<file path="src/rtl/iru_coord_rotator.sv">
// iru_coord_rotator: walks a WIN x WIN destination window in raster order and
// rotates each centred pixel coordinate by a latched sine/cosine pair,
// streaming (dst, src) coordinate beats out through a valid/ready handshake.
// Pipeline: counter issue -> products -> sums -> output conversion.
module iru_coord_rotator #(
    parameter int WIN = 20
) (
    input  logic        clk,
    input  logic        rst_n,
    input  logic        start,
    input  logic [31:0] sin_val,
    input  logic [31:0] cos_val,
    output logic        busy,
    output logic        out_valid,
    input  logic        out_ready,
    output logic [4:0]  dst_x,
    output logic [4:0]  dst_y,
    output logic [6:0]  src_x,
    output logic [6:0]  src_y,
    output logic        src_oob,
    output logic        done
);

    typedef enum logic [1:0] {IDLE, RUN, DRAIN} state_t;

    localparam logic [4:0]  LAST      = 5'(WIN - 1);
    // Adding WIN in Q.30 before the shift by 31 yields floor((r + WIN) / 2).
    localparam logic [39:0] ROUND_OFS = 40'(WIN) << 30;

    state_t             state;
    logic [4:0]         cnt_x, cnt_y;
    logic signed [31:0] sin_q, cos_q;

    logic               v1, v2;
    logic [4:0]         x1, y1, x2, y2;
    logic signed [37:0] p_cx, p_sy, p_sx, p_cy;
    logic signed [38:0] rx, ry;

    logic               advance;
    logic               last_accept;
    logic signed [5:0]  dx2, dy2;

    // The whole pipeline moves together; it only stalls on a refused output beat.
    assign advance     = !(out_valid && !out_ready);
    assign last_accept = out_valid && out_ready && (dst_x == LAST) && (dst_y == LAST);
    assign busy        = (state != IDLE);

    // Negative src values look huge as unsigned, so one compare per axis covers both ends.
    assign src_oob = (src_x > 7'(WIN - 1)) || (src_y > 7'(WIN - 1));

    // Centred doubled offsets of the coordinate being issued this cycle.
    always_comb begin
        dx2 = 6'(({2'b00, cnt_x} << 1) - 7'(WIN - 1));
        dy2 = 6'(({2'b00, cnt_y} << 1) - 7'(WIN - 1));
    end

    // Control FSM: latches coefficients on start, walks the raster, pulses done.
    // NOTE: sequential state uses non-blocking assignments so every register
    // samples the pre-edge values of its neighbours, independent of block order.
    always_ff @(posedge clk or negedge rst_n) begin
        if (!rst_n) begin
            state <= IDLE;
            cnt_x <= '0;
            cnt_y <= '0;
            sin_q <= '0;
            cos_q <= '0;
            done  <= 1'b0;
        end else begin
            done <= 1'b0;
            case (state)
                IDLE: begin
                    // A start landing in the done cycle belongs to the finished window.
                    if (start && !done) begin
                        sin_q <= sin_val;
                        cos_q <= cos_val;
                        state <= RUN;
                    end
                end
                RUN: begin
                    if (advance) begin
                        if (cnt_x == LAST) begin
                            cnt_x <= '0;
                            if (cnt_y == LAST) begin
                                cnt_y <= '0;
                                state <= DRAIN;
                            end else begin
                                cnt_y <= cnt_y + 5'd1;
                            end
                        end else begin
                            cnt_x <= cnt_x + 5'd1;
                        end
                    end
                end
                DRAIN: begin
                    if (last_accept) begin
                        state <= IDLE;
                        done  <= 1'b1;
                    end
                end
                default: state <= IDLE;
            endcase
        end
    end

    // Stage valids and output registers; bubbles propagate as valid=0.
    always_ff @(posedge clk or negedge rst_n) begin
        if (!rst_n) begin
            v1        <= 1'b0;
            v2        <= 1'b0;
            out_valid <= 1'b0;
            dst_x     <= '0;
            dst_y     <= '0;
            src_x     <= '0;
            src_y     <= '0;
        end else if (advance) begin
            v1        <= (state == RUN);
            v2        <= v1;
            out_valid <= v2;
            if (v2) begin
                dst_x <= x2;
                dst_y <= y2;
                src_x <= 7'(({rx[38], rx} + ROUND_OFS) >> 31);
                src_y <= 7'(({ry[38], ry} + ROUND_OFS) >> 31);
            end
        end
    end

    // Datapath stages: products, then rotated sums, carried with their dst tags.
    // NOTE: these registers have no reset; the stage valids above qualify them,
    // so whatever they hold after reset is never presented as a beat.
    always_ff @(posedge clk) begin
        if (advance) begin
            x1   <= cnt_x;
            y1   <= cnt_y;
            p_cx <= 38'(cos_q) * 38'(dx2);
            p_sy <= 38'(sin_q) * 38'(dy2);
            p_sx <= 38'(sin_q) * 38'(dx2);
            p_cy <= 38'(cos_q) * 38'(dy2);
            x2   <= x1;
            y2   <= y1;
            rx   <= {p_cx[37], p_cx} + {p_sy[37], p_sy};
            ry   <= {p_cy[37], p_cy} - {p_sx[37], p_sx};
        end
    end

endmodule

</file>
<file path="config.mk">
export PLATFORM = sky130hd
export DESIGN_NAME = iru_coord_rotator
export DESIGN_NICKNAME = d
export VERILOG_FILES = /design/src/rtl/iru_coord_rotator.sv
export SDC_FILE = /design/constraint.sdc
export NUM_CORES = 2
export LEC_CHECK = 0
export CAP_MARGIN = 20
export CORE_MARGIN = 4
export CORE_UTILIZATION = 35
export DETAILED_ROUTE_END_ITERATION = 16
export PLACE_DENSITY = 0.51
export SLEW_MARGIN = 20
export SYNTH_ARGS = -nofsm -noshare
export SYNTH_HDL_FRONTEND = slang
export SYNTH_SLANG_ARGS = --single-unit
</file>
<file path="constraint.sdc">
create_clock -name clk -period 17.15 [get_ports clk]
set_clock_uncertainty 0.05 [all_clocks]
set_input_delay 2.5725 -clock clk [delete_from_list [all_inputs] [get_ports clk]]
set_output_delay 2.5725 -clock clk [all_outputs]
set_load 0.01 [all_outputs]
</file>
Word-level counts from Yosys, hierarchy flattened
Index checks and enable logic that the tools add are counted.
{ "word_totals": {"regBits": 352, "input_bits": 68, "out_inout_bits": 28, "word_cells": 74} }
{ "op_classes": {"n_addsub": 8, "n_mul": 4, "order_cmp": 2, "n_eq_ne": 11, "mux": 10, "bitwise": 1, "n_reduce_logical": 15} }
{ "op_table": {"columns": ["operator", "count"], "rows": [
  ["$mul A32 B6 Y38", 4],
  ["$add A38 B36 Y38 const B", 2],
  ["$add A38 B38 Y38", 1],
  ["$sub A38 B38 Y38", 1],
  ["$eq A5 B5 Y1 const B", 4],
  ["$gt A7 B5 Y1 const B", 2],
  ["$sub A6 B5 Y6 const B", 2],
  ["$add A5 B1 Y5 const B", 2],
  ["$mux W2", 5],
  ["$mux W5", 2],
  ["$ne A2 B2 Y1 const B", 5],
  ["$pmux W2 S3", 1],
  ["$reduce_and A2 Y1", 3],
  ["$logic_and A1 B1 Y1", 5],
  ["$reduce_and A5 Y1", 1],
  ["$reduce_and A3 Y1", 1],
  ["$eq A2 B1 Y1 const B", 1],
  ["$eq A2 B2 Y1 const B", 1],
  ["$logic_not A1 Y1", 2],
  ["$logic_not A2 Y1", 1],
  ["$mux W1", 2],
  ["$reduce_bool A2 Y1", 1],
  ["$logic_or A1 B1 Y1", 1],
  ["$not A1 Y1", 1]
]} }

Depth between registers and ports, before layout
{ "depth": {"depth_word": 5, "depth_mapped": 23, "mapped_depth_nobuf": 19} }

Worst setup path after synthesis
Ideal clock, no wire load.
{ "synth_timing": {"path_type": "in2reg", "from": "input port out_ready", "to": "register dst_x[0]", "setup_time_ns": 0.125, "arrival_time_ns": 9.582, "required_time_ns": 16.975, "slack_ns": 7.393, "cell_stages": 5, "path_buffers": 2, "cell_sequence": "nand2b_1 > clkbuf_1 > nand2_1 > clkbuf_1 > mux2_2"} }
{ "synth_via": {"elab_chain_cells": 4} }
{ "synth_lines": {"columns": ["element", "line", "source"], "rows": [
  ["start, declared", "15", "input logic out_ready,"],
  ["$logic_not A1 Y1", "44", "assign advance = !(out_valid && !out_ready);"],
  ["$logic_and A1 B1 Y1", "44", null],
  ["$not A1 Y1 (no source line)", null, null],
  ["$reduce_and A2 Y1 (no source line)", null, null],
  ["end signal, assigned", "111", "dst_x <= '0;"],
  ["end signal, assigned", "120", "dst_x <= x2;"],
  ["end, declared", "16", "output logic [4:0] dst_x,"]
]} }
No other way between the ends.
A chain may end at the register's enable or synchronous reset.

Worst setup path after layout
{ "layout_timing": {"from": "register cnt_y[1]", "to": "register p_sy[28] (data pin)"} }
{ "layout_via": {"elab_chain_cells": 2} }
{ "layout_lines": {"columns": ["element", "line", "source"], "rows": [
  ["start, declared", "31", "logic [4:0] cnt_x, cnt_y;"],
  ["start signal, assigned", "87", "cnt_y <= cnt_y + 5'd1;"],
  ["$sub A6 B5 Y6", "54", "dy2 = 6'(({2'b00, cnt_y} << 1) - 7'(WIN - 1));"],
  ["$mul A32 B6 Y38", "136", "p_sy <= 38'(sin_q) * 38'(dy2);"],
  ["end signal, assigned", "136", null],
  ["end, declared", "36", "logic signed [37:0] p_cx, p_sy, p_sx, p_cy;"]
]} }
No other way between the ends.

==> run summary <==
Hold Path Class: flop to flop
register area share after synthesis: 20.90%
clock-pin transition on the worst setup and hold timing paths: 60 ps
num ports: 96
CTS buffer count: 39
FF-to-FF End: p_sy[28]$_DFFE_PN_
P&R area growth vs syn: 9.479%
Worst setup SP type: flop
routed length per placed instance: 18.20 microns
Die H: 341.3 microns
Endpoint, Worst Hold: y2[1]$_DFFE_PN_
worst path cell trace: buf_4 > inv_1 > ha_2 > buf_4 > nand2b_1 > fa_1 > fa_1 > fa_1 > fa_1 > inv_1 > fa_1 > a21o_1 > a311o_1 > a21oi_1 > o31ai_1 > a311oi_1 > o21ai_0 > xor2_1
Max-Cap Viols: 0
Cells after DPL: 5508
Max Fclk: 141.3 MHz
DRT Pass-1 Iters: 7
Max Slew Vio Count: 0
Crit path max-delay family: adder cells
vias after detailed routing: 27190
RePlAce Congestion: 0.8294
Final Util: 38.52%
final wirelength: 101600 microns
Post CTS Setup Buffer Count: 0
RSZ-0062 raised after global routing: no
Worst Reg-to-Reg Cells: 18
DP Wirelength: 78940 microns
# port buffers: 95
area of the multi-input gates: 27080 sq um
Syn Nets: 5035
number of enable flip-flop cells after synthesis: 184
Post-Syn Area per Cell: 9.542 sq um
clock sinks: 288
drc violations: 0
Critical Path AT: 7360 ps
final critical path time including I/O delays and setup: 7079 ps
r2r startpoint: cnt_y[1]$_DFFE_PN0P_
asr flop ratio synth: 36.11%
Max Buffers Root-to-Sink: 3
Synthesis Warnings: 0
CTS Hold Buffers Added: 0
post_cts resized: 0
Rows: 122
ys flop type: edfxtp_1
Critical Path RT: 17430 ps
Critical Path Fanout Max: 64
crit share post-route: 41.28%
CP peak stage delay: 630 ps
synthesized area: 38880 sq um
setup TNS: 0 ps
Fillers: 11250
first-pass GRT wire length: 163900 microns
Worst Setup Path Type: flop to flop
status: finished, final reports clean
largest net degree at the start of global routing: 75
antenna violations before repair: 1
Clk Latency, worst-skew pair: 610 ps
Finished Layout Cells: 5581
Core ar.: 110500 sq um
hold path depth: 0
Final ANT Viol Nets: 0
Buf/Inv on CP: 4
Slew Limit Headroom: 32.65%
initial core utilization: 35.18%
total track usage: 17.83%
Synth Register Bits: 288
gr ovfl total: 0
hold_sp: y1[1]$_DFFE_PN_
layout cell share with drive strength beyond 1: 5.230%
H-tree depth: 2
root buffer cell: clkbuf_16
slew at the pin closest to its max-slew limit: 1010 ps
Setup-failing EPs final: 0
CP max-delay cell: buf_4
Worst R2R Setup Slack: 10070 ps
most used cell, CP: fa_1
Horiz. Die Dim: 341.3 microns
CTS tree: yes
storage element area: 8135 sq um
Cells after Synth: 4075
initial DRC count: 1474
Final #Nets: 5021
synth unique cells: 81
Fin. Hold Viols: 0
vias in the first global route: 28630
Critical Path End Type: flop
Via density: 4.872
DIE AREA: 116500 sq um
-- worst max path at each step --
| stage | start | end | slack (ps) | cells past startpoint |
|---|---|---|---|---|
| after floorplan | out_ready | dst_x[0]$_DFFE_PN0P_ | 7390 | 5 |
| after global placement | cnt_x[1]$_DFFE_PN0P_ | p_cx[34]$_DFFE_PN_ | 10120 | 20 |
| after detailed placement | cnt_x[1]$_DFFE_PN0P_ | p_cx[34]$_DFFE_PN_ | 10070 | 20 |
| after CTS | cnt_x[1]$_DFFE_PN0P_ | p_cx[34]$_DFFE_PN_ | 10050 | 20 |
| after global routing | cnt_y[1]$_DFFE_PN0P_ | p_sy[37]$_DFFE_PN_ | 9630 | 20 |
| final | cnt_y[1]$_DFFE_PN0P_ | p_sy[28]$_DFFE_PN_ | 10070 | 18 |
-- synth_stat cells (8+ instances only) --
cell      number  share of area (%)
inv_1        820                7.9
fa_1         520                 27
ha_1         372                 12
and2_1       249                4.0
nor2b_1      249                4.0
nor2_1       223                2.2
edfxtp_1     184                 14
a21oi_1      161                2.1
clkbuf_1     161                1.6
nand2_1      129                1.2
a21o_1       119                2.3
o21ai_0      117                1.5
xnor2_1      107                2.4
dfrtp_1      104                6.7
mux2_2        76                2.2
xor2_1        53                1.2
nand3_1       45               0.58
nor3_1        40               0.51
a211oi_1      29               0.56
nand2b_1      28               0.45
nand4_1       27               0.43
a31oi_1       20               0.32
o21bai_1      20               0.39
o211ai_1      17               0.33
and3_1        15               0.24
o21a_1        14               0.27
or2_2         14               0.23
o21ai_1       10               0.13
a21boi_0       9               0.17
o31ai_1        9               0.17
and4_1         8               0.18
or3_1          8               0.13
-- placed cells by master (no fill, tap or decap), drive strengths merged, types with 6 or more instances in the layout --
| master | netlist | layout |
|---|---|---|
| and3 | 15 | 15 |
| inv | 820 | 824 |
| o21ai | 129 | 129 |
| o21a | 15 | 15 |
| nand3b | 7 | 7 |
| and2 | 249 | 249 |
| fa | 520 | 520 |
| edfxtp | 184 | 184 |
| and4 | 8 | 8 |
| a31o | 7 | 7 |
| or3 | 8 | 8 |
| mux2i | 7 | 7 |
| ha | 372 | 372 |
| a21oi | 164 | 164 |
| dfrtp | 104 | 104 |
| clkbuf | 162 | 46 |
| buf | 10 | 23 |
| a21boi | 10 | 10 |
| mux2 | 76 | 76 |
| a31oi | 20 | 20 |
| a221oi | 7 | 7 |
| nand2 | 129 | 129 |
| nand2b | 28 | 28 |
| clkinv | 0 | 16 |
| clkdlybuf4s50 | 0 | 94 |
| o31ai | 9 | 9 |
| nor2b | 249 | 249 |
| nand4 | 27 | 27 |
| nor3 | 40 | 40 |
| or2 | 14 | 14 |
| a211oi | 31 | 31 |
| nand3 | 46 | 46 |
| o211ai | 18 | 18 |
| xnor2 | 107 | 107 |
| xor2 | 53 | 53 |
| a2111oi | 7 | 7 |
| a21o | 119 | 119 |
| nor2 | 223 | 223 |
| o2111ai | 6 | 6 |
| o21bai | 20 | 20 |
-- state kept, by name (all words and copies together) (netlist names), 7 cells and up --
name / count
p_cx: 38
p_sy: 38
p_cy: 37
p_sx: 37
cos_q: 32
sin_q: 32
rx: 7
ry: 7
src_x: 7
src_y: 7
-- metal layers --
metal	part of all wire, %	vias to the layer above	track usage [%]
li1	-	12980	-
met1	49	13620	25.89
met2	45	492	28.77
met5	0	-	0
met4	2.0	0	3.939
met3	3.7	100	1.877
-- worst reg2reg max path, cell delays in order, from the launching register on --
cell      delay [ps]
dfrtp_2          440
buf_4            630
inv_1            340
ha_2             380
buf_4            620
nand2b_1         260
fa_1             420
fa_1             510
fa_1             440
fa_1             520
inv_1             70
fa_1             400
a21o_1           220
a311o_1          380
a21oi_1          190
o31ai_1          140
a311oi_1         440
o21ai_0          200
xor2_1           170
-- logic make-up after synthesis --
logic type	Yosys count	synth area share, %
adders and majority gates	892	38.74
buffers and inverters	992	9.595
AOI/OAI and AO/OA	600	10.10
DFF	288	20.90
xor gates and xnor gates	160	3.604
and+or+nand+nor	1060	14.68
muxes	83	2.381
-- cell type report --
class / instances / area share [%]
sequential: 288 / 19.11
inverter: 820 / 7.230
timing repair buffer: 117 / 2.625
tap: 1488 / 4.373
clock buffer: 46 / 2.401
antenna: 1 / 0.005878
multi-input combinational: 2795 / 63.60
clock inverter: 26 / 0.6525
-- through the flow --
| stage | hold WS (ps) | instance area (sq um) | setup slack (ps) |
|---|---|---|---|
| floorplan | 350.3 | 38880 | 7393 |
| global placement | 351.7 | 41270 | 10120 |
| detailed placement | 354.5 | 41270 | 10070 |
| CTS | 362.8 | 42570 | 10050 |
| global route | 354.7 | 42570 | 9635 |
| finish | 356.8 | 42570 | 10070 |
Power is not shown: default switching activity piles up to over one toggle a cycle in this logic, so the estimate is an artifact.
